File: src/rtl/bm_pkg.sv
// Shared constants for the Booth-product accumulator: product width, default
// sizing and the two FSM state encodings.
package bm_pkg;

   localparam int PROD_W        = 10;
   localparam int ACC_W_DEF     = 16;
   localparam int MAX_TERMS_DEF = 8;

   localparam logic [0:0] ST_ACCUM = 1'b0;
   localparam logic [0:0] ST_HOLD  = 1'b1;

   // Two's-complement extremes of a W-bit signed value, used as clamp targets.
   function automatic logic [63:0] sat_max(input int w);
      logic [63:0] v;
      v = 64'd0;
      for (int i = 0; i < w - 1; i++) begin
         v[i] = 1'b1;
      end
      return v;
   endfunction

   function automatic logic [63:0] sat_min(input int w);
      logic [63:0] v;
      v = 64'd0;
      v[w-1] = 1'b1;
      return v;
   endfunction

endpackage

File: src/rtl/sat_add.sv
// Combinational signed add that clamps to the W-bit range and flags any clamp.
module sat_add
   import bm_pkg::*;
#(
   parameter int W = ACC_W_DEF
) (
   input  logic [W-1:0] acc,
   input  logic [W-1:0] prod_ext,
   output logic [W-1:0] sum,
   output logic         sat_hit
);

   logic [W:0]    wide_s;
   logic [63:0]   max_s;
   logic [63:0]   min_s;

   assign max_s = sat_max(W);
   assign min_s = sat_min(W);

   // One extra bit of headroom: top two bits differing means the W-bit result overflowed.
   always_comb begin
      wide_s  = {acc[W-1], acc} + {prod_ext[W-1], prod_ext};
      sat_hit = 1'b0;
      sum     = wide_s[W-1:0];
      if (wide_s[W] != wide_s[W-1]) begin
         sat_hit = 1'b1;
         if (wide_s[W]) begin
            sum = min_s[W-1:0];
         end else begin
            sum = max_s[W-1:0];
         end
      end else begin
         sat_hit = 1'b0;
         sum     = wide_s[W-1:0];
      end
   end

endmodule

File: src/rtl/bm_acc.sv
// Dot-product accumulator: sums signed Booth products into groups closed by
// prod_last or by reaching MAX_TERMS, then holds the result until taken.
module bm_acc
   import bm_pkg::*;
#(
   parameter int ACC_W     = ACC_W_DEF,
   parameter int MAX_TERMS = MAX_TERMS_DEF
) (
   input  logic                             clk,
   input  logic                             rst_n,
   input  logic                             prod_valid,
   output logic                             prod_ready,
   input  logic [PROD_W-1:0]                prod,
   input  logic                             prod_last,
   output logic                             out_valid,
   input  logic                             out_ready,
   output logic [ACC_W-1:0]                 out_sum,
   output logic                             out_sat,
   output logic                             out_forced,
   output logic [$clog2(MAX_TERMS+1)-1:0]   out_terms
);

   localparam int CNT_W = $clog2(MAX_TERMS + 1);

   logic [0:0]        state_q, state_d;
   logic [ACC_W-1:0]  acc_q, acc_d;
   logic [CNT_W-1:0]  cnt_q, cnt_d;
   logic              sat_q, sat_d;
   logic              forced_q, forced_d;
   logic              out_valid_q, out_valid_d;
   logic              prod_ready_q, prod_ready_d;

   logic [ACC_W-1:0]  prod_ext_s;
   logic [ACC_W-1:0]  sum_s;
   logic              sat_hit_s;
   logic [CNT_W-1:0]  cnt_inc_s;
   logic              close_s;

   assign prod_ext_s = {{(ACC_W - PROD_W){prod[PROD_W-1]}}, prod};
   assign cnt_inc_s  = cnt_q + CNT_W'(1);
   assign close_s    = prod_last | (cnt_inc_s == CNT_W'(MAX_TERMS));

   sat_add #(
      .W        (ACC_W)
   ) u_sat_add (
      .acc      (acc_q),
      .prod_ext (prod_ext_s),
      .sum      (sum_s),
      .sat_hit  (sat_hit_s)
   );

   // Next-state logic: accumulate in ACCUM, wait for the consumer in HOLD.
   always_comb begin
      state_d  = state_q;
      acc_d    = acc_q;
      cnt_d    = cnt_q;
      sat_d    = sat_q;
      forced_d = forced_q;
      case (state_q)
         ST_ACCUM: begin
            if (prod_valid) begin
               acc_d = sum_s;
               cnt_d = cnt_inc_s;
               sat_d = sat_q | sat_hit_s;
               if (close_s) begin
                  state_d  = ST_HOLD;
                  forced_d = ~prod_last;
               end else begin
                  state_d  = ST_ACCUM;
               end
            end else begin
               state_d = ST_ACCUM;
            end
         end
         ST_HOLD: begin
            if (out_ready) begin
               state_d  = ST_ACCUM;
               acc_d    = {ACC_W{1'b0}};
               cnt_d    = {CNT_W{1'b0}};
               sat_d    = 1'b0;
               forced_d = 1'b0;
            end else begin
               state_d  = ST_HOLD;
            end
         end
         default: begin
            state_d  = ST_ACCUM;
            acc_d    = {ACC_W{1'b0}};
            cnt_d    = {CNT_W{1'b0}};
            sat_d    = 1'b0;
            forced_d = 1'b0;
         end
      endcase
      out_valid_d  = (state_d == ST_HOLD);
      prod_ready_d = (state_d == ST_ACCUM);
   end

   // State and output registers; handshake flags are decoded from the next state.
   always_ff @(posedge clk or negedge rst_n) begin
      if (!rst_n) begin
         state_q      <= ST_ACCUM;
         acc_q        <= {ACC_W{1'b0}};
         cnt_q        <= {CNT_W{1'b0}};
         sat_q        <= 1'b0;
         forced_q     <= 1'b0;
         out_valid_q  <= 1'b0;
         prod_ready_q <= 1'b1;
      end else begin
         state_q      <= state_d;
         acc_q        <= acc_d;
         cnt_q        <= cnt_d;
         sat_q        <= sat_d;
         forced_q     <= forced_d;
         out_valid_q  <= out_valid_d;
         prod_ready_q <= prod_ready_d;
      end
   end

   assign prod_ready = prod_ready_q;
   assign out_valid  = out_valid_q;
   assign out_sum    = acc_q;
   assign out_terms  = cnt_q;
   assign out_sat    = sat_q;
   assign out_forced = forced_q;

endmodule
File: config.mk
export PLATFORM = sky130hd
export DESIGN_NAME = bm_acc
export DESIGN_NICKNAME = d
export VERILOG_FILES = /design/src/rtl/bm_pkg.sv /design/src/rtl/sat_add.sv /design/src/rtl/bm_acc.sv
export SDC_FILE = /design/constraint.sdc
export NUM_CORES = 1
export LEC_CHECK = 0
export ABC_AREA = 1
export BUFFER_PORTS_ARGS = -buffer_cell sky130_fd_sc_hd__buf_2
export CELL_PAD_IN_SITES_DETAIL_PLACEMENT = 1
export CELL_PAD_IN_SITES_GLOBAL_PLACEMENT = 1
export CORE_UTILIZATION = 45
export CTS_BUF_LIST = sky130_fd_sc_hd__clkbuf_8
export CTS_CLUSTER_DIAMETER = 40
export DETAILED_ROUTE_END_ITERATION = 7
export PLACE_DENSITY_LB_ADDON = 0.08
export REMOVE_ABC_BUFFERS = 1
export SLEW_MARGIN = 25
export SYNTH_ARGS = -nofsm -noshare
export SYNTH_HDL_FRONTEND = slang
export SYNTH_SLANG_ARGS = --single-unit
File: constraint.sdc
create_clock -name clk -period 4.2 [get_ports clk]
set_clock_uncertainty 0.1 [all_clocks]
set_input_delay 1.26 -clock clk [delete_from_list [all_inputs] [get_ports clk]]
set_output_delay 1.26 -clock clk [all_outputs]
set_load 0.05 [all_outputs]
After elaboration in Yosys (flattened, before gate mapping)
Cells that the tools add are included.

operators by class
  multiplexer cells = 19
  bitwise operators = 5
  eq/ne operators = 5
  add/sub/neg operators = 2
  reductions and logical operators = 2

operators by type and width
  operator               number
  $mux W16               4
  $pmux W16 S2           1
  $add A16 B10 Y17       1
  $mux W1                8
  $mux W4                2
  $pmux W4 S2            1
  $ne A2 B2 Y1 const B   3
  $pmux W1 S2            3
  $add A4 B1 Y4 const B  1
  $eq A4 B4 Y1 const B   1
  $not A1 Y1             3
  $reduce_and A3 Y1      1
  $or A1 B1 Y1           2
  $reduce_and A2 Y1      1
  $ne A1 B1 Y1           1

storage, ports and cells
  logic and storage cells = 39
  bits of input ports = 15
  output and inout bits = 24
  bits in registers = 24

Longest topological paths before layout
  depth after elaboration = 7
  depth in mapped cells = 15

Hierarchy
From an unflattened synthesis, not the netlist that was laid out.

unflattened totals
  cells, all modules = 270
  area, all modules = 2,112.0 µm²

modules (own cells, without submodules)
  module   cells an instance  times used  area an instance (µm²)
  sat_add  194                1           1,153.6
  bm_acc   76                 1           958.4

Worst setup path after synthesis
No wires, ideal clock.

  kind = input port to flip-flop
  start = input prod[0]
  end = register acc_q[1] (netlist: out_sum[1])
  library setup time = 0.118 ns
  arrival = 2.817 ns
  path slack = 1.165 ns
  stages = 15
  required time = 3.982 ns
  cells stage by stage = ha_1 -> fa_1 -> nand2_1 -> nand2_1 -> nand3_1 -> nand2_2 -> nand2_2 -> nand2_2 -> nand2_1 -> nand2_2 -> nand2_4 -> buf_6 -> nand3_2 -> nand2_1 -> nand2_1

between the ends
  cells in the longest elaborated chain, start to end = 5

ends and longest elaborated chain
  what                                             line                          source
  from (decl)                                      bm_acc.sv:13                  input logic [PROD_W-1:0] prod,
  $add A16 B10 Y17 (*)                             sat_add.sv:22                 wide_s = {acc[W-1], acc} + {prod_ext[W-1], prod_ext};
  $mux W16 / $ne A1 B1 Y1 (equally long branches)  sat_add.sv:27, sat_add.sv:25
  $mux W16 (*)                                     sat_add.sv:25                 if (wide_s[W] != wide_s[W-1]) begin
  $mux W16 (*)                                     bm_acc.sv:61                  if (prod_valid) begin
  $pmux W16 S2 (*)                                 bm_acc.sv:59                  case (state_q)
  to (signal assigned)                             bm_acc.sv:102                 acc_q <= {ACC_W{1'b0}};
  to (decl)                                        bm_acc.sv:26                  logic [ACC_W-1:0] acc_q, acc_d;

Mark *: on every way between the ends. The rest lies on a longest branch, timed or not. The select of a mux whose other input is x is not followed.
A chain may end at the register's enable or synchronous reset.

Worst setup path after layout
  start = input prod[0]
  end = register acc_q[12] (netlist: out_sum[12])

Same word-level chain as after synthesis.

==> impl_metrics.csv <==
group,metric,value,unit
synth,synth_area_leader_cell,"dfrtp_1",
synth,synth_top_area_share,0.268,
global_routing,overflow,0,
final_layout,finalNonFillerCells,392,
min_path,whs_path_depth,2,
final_layout,n_antenna_cell,0,
placed_design,gp_congestion,0.783,
drt,antenna_left,0,
final_layout,fin_area,2430,um2
synth,syn_avg_cell_area,7.12,um2
floorplanning,die_width,71.1,um
clocking,root_buffer,"clkbuf_8",
drt,route.detailed.drc,0,
global_routing,grt_pass1_wl,9.89,mm
synth,ys_warn_count,0,
timing,max_slew_margin,0.538,
timing,rsz0062_at_grt,"false",
clocking,cts_max_level,1,
synth,synth_edf_count,0,
placed_design,place_inst,388,
setup_path,cp.required,4.31,ns
synth,syn_area,2150,um2
placed_design,dp_hpwl,4.69,mm
clocking,postCtsSetupRepairBufs,0,
final_layout,fillCellCount,616,
timing,setup_viol,0,
timing,fin_crit_sh,0.749,
clocking,ctsResizeCount,0,
drt,vias,2056,
drt,viasPerCell,5.24,
floorplanning,die_y,71.1,um
synth,ys_async_sr_fraction,1.00,
final_layout,nNetsFinal,374,
setup_path,reg2reg_from,"out_sum[0]",
clocking,cts_made_buffers,3,
drt,post_drt_wl_per_cell,14.8,um
synth,ys_types,29,
synth,yosys-top-cells-count,"118 x nand2_1, 32 x inv_1, 23 x dfrtp_1",
floorplanning,num_rows,24,
global_routing,grt_pass1_vias,2160,
clocking,clock_path_buffers,2,
synth,synth_area_leaders,"dfrtp_1 27%, nand2_1 21%, ha_1 9.9%",
placed_design,place_area,2370,um2
setup_path,path_max_fanout,15,
final_layout,layout-drive-gt1-share,0.256,
final_layout,area_delta_synth_final,12.9,%
global_routing,antenna_found_initial,0,
min_path,worstHoldStart,"out_sum[3]",
clocking,insertion_delay,0.27,ns
timing,max_freq,318,MHz
outcome,outcome,"completed",
floorplanning,ioPinCount,39,
synth,synth.most_common_cell,"nand2_1",
clocking,holdBufCountCts,0,
synth,synth-seq-area-share,0.280,
timing,hold_violations,0,
setup_path,r2r_end,"out_sum[12]",
flow_run,cap_violations,0,
clocking,cts.sinks,24,
clocking,clk_pin_slew,0.09,ns
min_path,worstHoldEndpoint,"out_sum[3]",
floorplanning,initial_core_util,0.480,
timing,drv_slew,0,
global_routing,gr-usage-all-layers,0.248,
placed_design,portBuffers,38,
setup_path,critPathCaptureType,"flop",
min_path,holdCritPathClass,"flop to flop",
global_routing,grt_max_degree,25,
timing,fin_crit,3.14,ns
setup_path,r2r_slack,1.74,ns
timing,tightest_slew,0.691,ns
setup_path,cp.arrival,3.25,ns
floorplanning,dieArea,5060,um2
drt,drtIter0Drc,81,
clocking,tritoncts,"built",
synth,synthCells,302,
timing,setup_tns,0,ns
synth,ys.flop_type,"dfrtp_1",
setup_path,ff2ff_path_depth,13,
drt,wl,5.81,mm
drt,drt_pass1_iterations,6,
setup_path,startpoint_type,"input port",
floorplanning,core,4470,um2
synth,ys_ff_latch,24,
setup_path,path_class,"input port to flop",
final_layout,fin_util,0.542,
-- through the flow --
| step | setup WS (ns) | hold WS, ns |
|---|---|---|
| 6_report | 1.06 | 0.420 |
| 2_1_floorplan | 1.20 | 0.677 |
| 5_1_grt | 0.868 | 0.464 |
| 4_1_cts | 1.02 | 0.425 |
| 3_5_place_dp | 0.767 | 0.405 |
| 3_3_place_gp | 0.879 | 0.390 |
-- state kept, by name, summed over array words and instances (netlist names) --
signal and cells:
out_forced 1, out_sat 1, out_sum 16, out_terms 4, out_valid 1, prod_ready 1
-- logic make-up (layout without fill, tap and decap cells) --
kind of cell / Yosys count / in the layout / synth area share
buffers and inverters: 43 / 81 / 0.0856
and+or+nand+nor: 183 / 183 / 0.405
xor gates and xnor gates: 10 / 10 / 0.0407
DFF: 24 / 24 / 0.280
adders and majority gates: 18 / 18 / 0.108
AOI/OAI and AO/OA: 24 / 24 / 0.0809
-- layer usage --
metal  vias up  GRT usage  share of wire
met5         -          0              0
met4         0     0.0578         0.0091
met1       993      0.332           0.48
li1       1026          -              -
met3         6     0.0171          0.018
met2        31      0.438           0.49
-- how the worst max path moves through the flow --
stage | start | to
floorplan | prod[0] | out_sum[0]
finish | prod[0] | out_sum[12]
global route | prod[0] | out_sum[3]
detailed placement | prod[0] | out_sum[12]
global placement | prod[0] | out_sum[13]
CTS | prod[0] | out_sum[13]
-- placed cells by master, fill, tap and decap left out, types with 7 or more instances in the layout --
cell,n
ha_1,17
dfrtp_1,23
nand2_1,118
nor2_1,12
xnor2_1,7
inv_1,32
nand3_2,12
buf_2,38
nand2_2,14
a21oi_1,7
nand3_1,16
-- layout make-up --
class,instances,area [um2],share of cell area
sequential,24,602,0.248
multi-input combinational,235,1360,0.562
timing repair buffer,39,198,0.0815
clock buffer,4,55.1,0.0227
tap,52,65.1,0.0268
inverter,38,143,0.0588
-- worst max-delay path, cell delays in order --
cell and delay, ns:
buf_2 0.10, ha_1 0.21, fa_1 0.42, nand2_1 0.08, nand2_1 0.08, nand3_1 0.12, nand2_2 0.09, nand2_2 0.10
nand2_2 0.07, nand2_2 0.09, nand2_4 0.07, a21oi_4 0.37, nand2_1 0.11, nand2_1 0.08
Power is not shown: default switching activity piles up to over one toggle a cycle in this logic, so the estimate is an artifact.
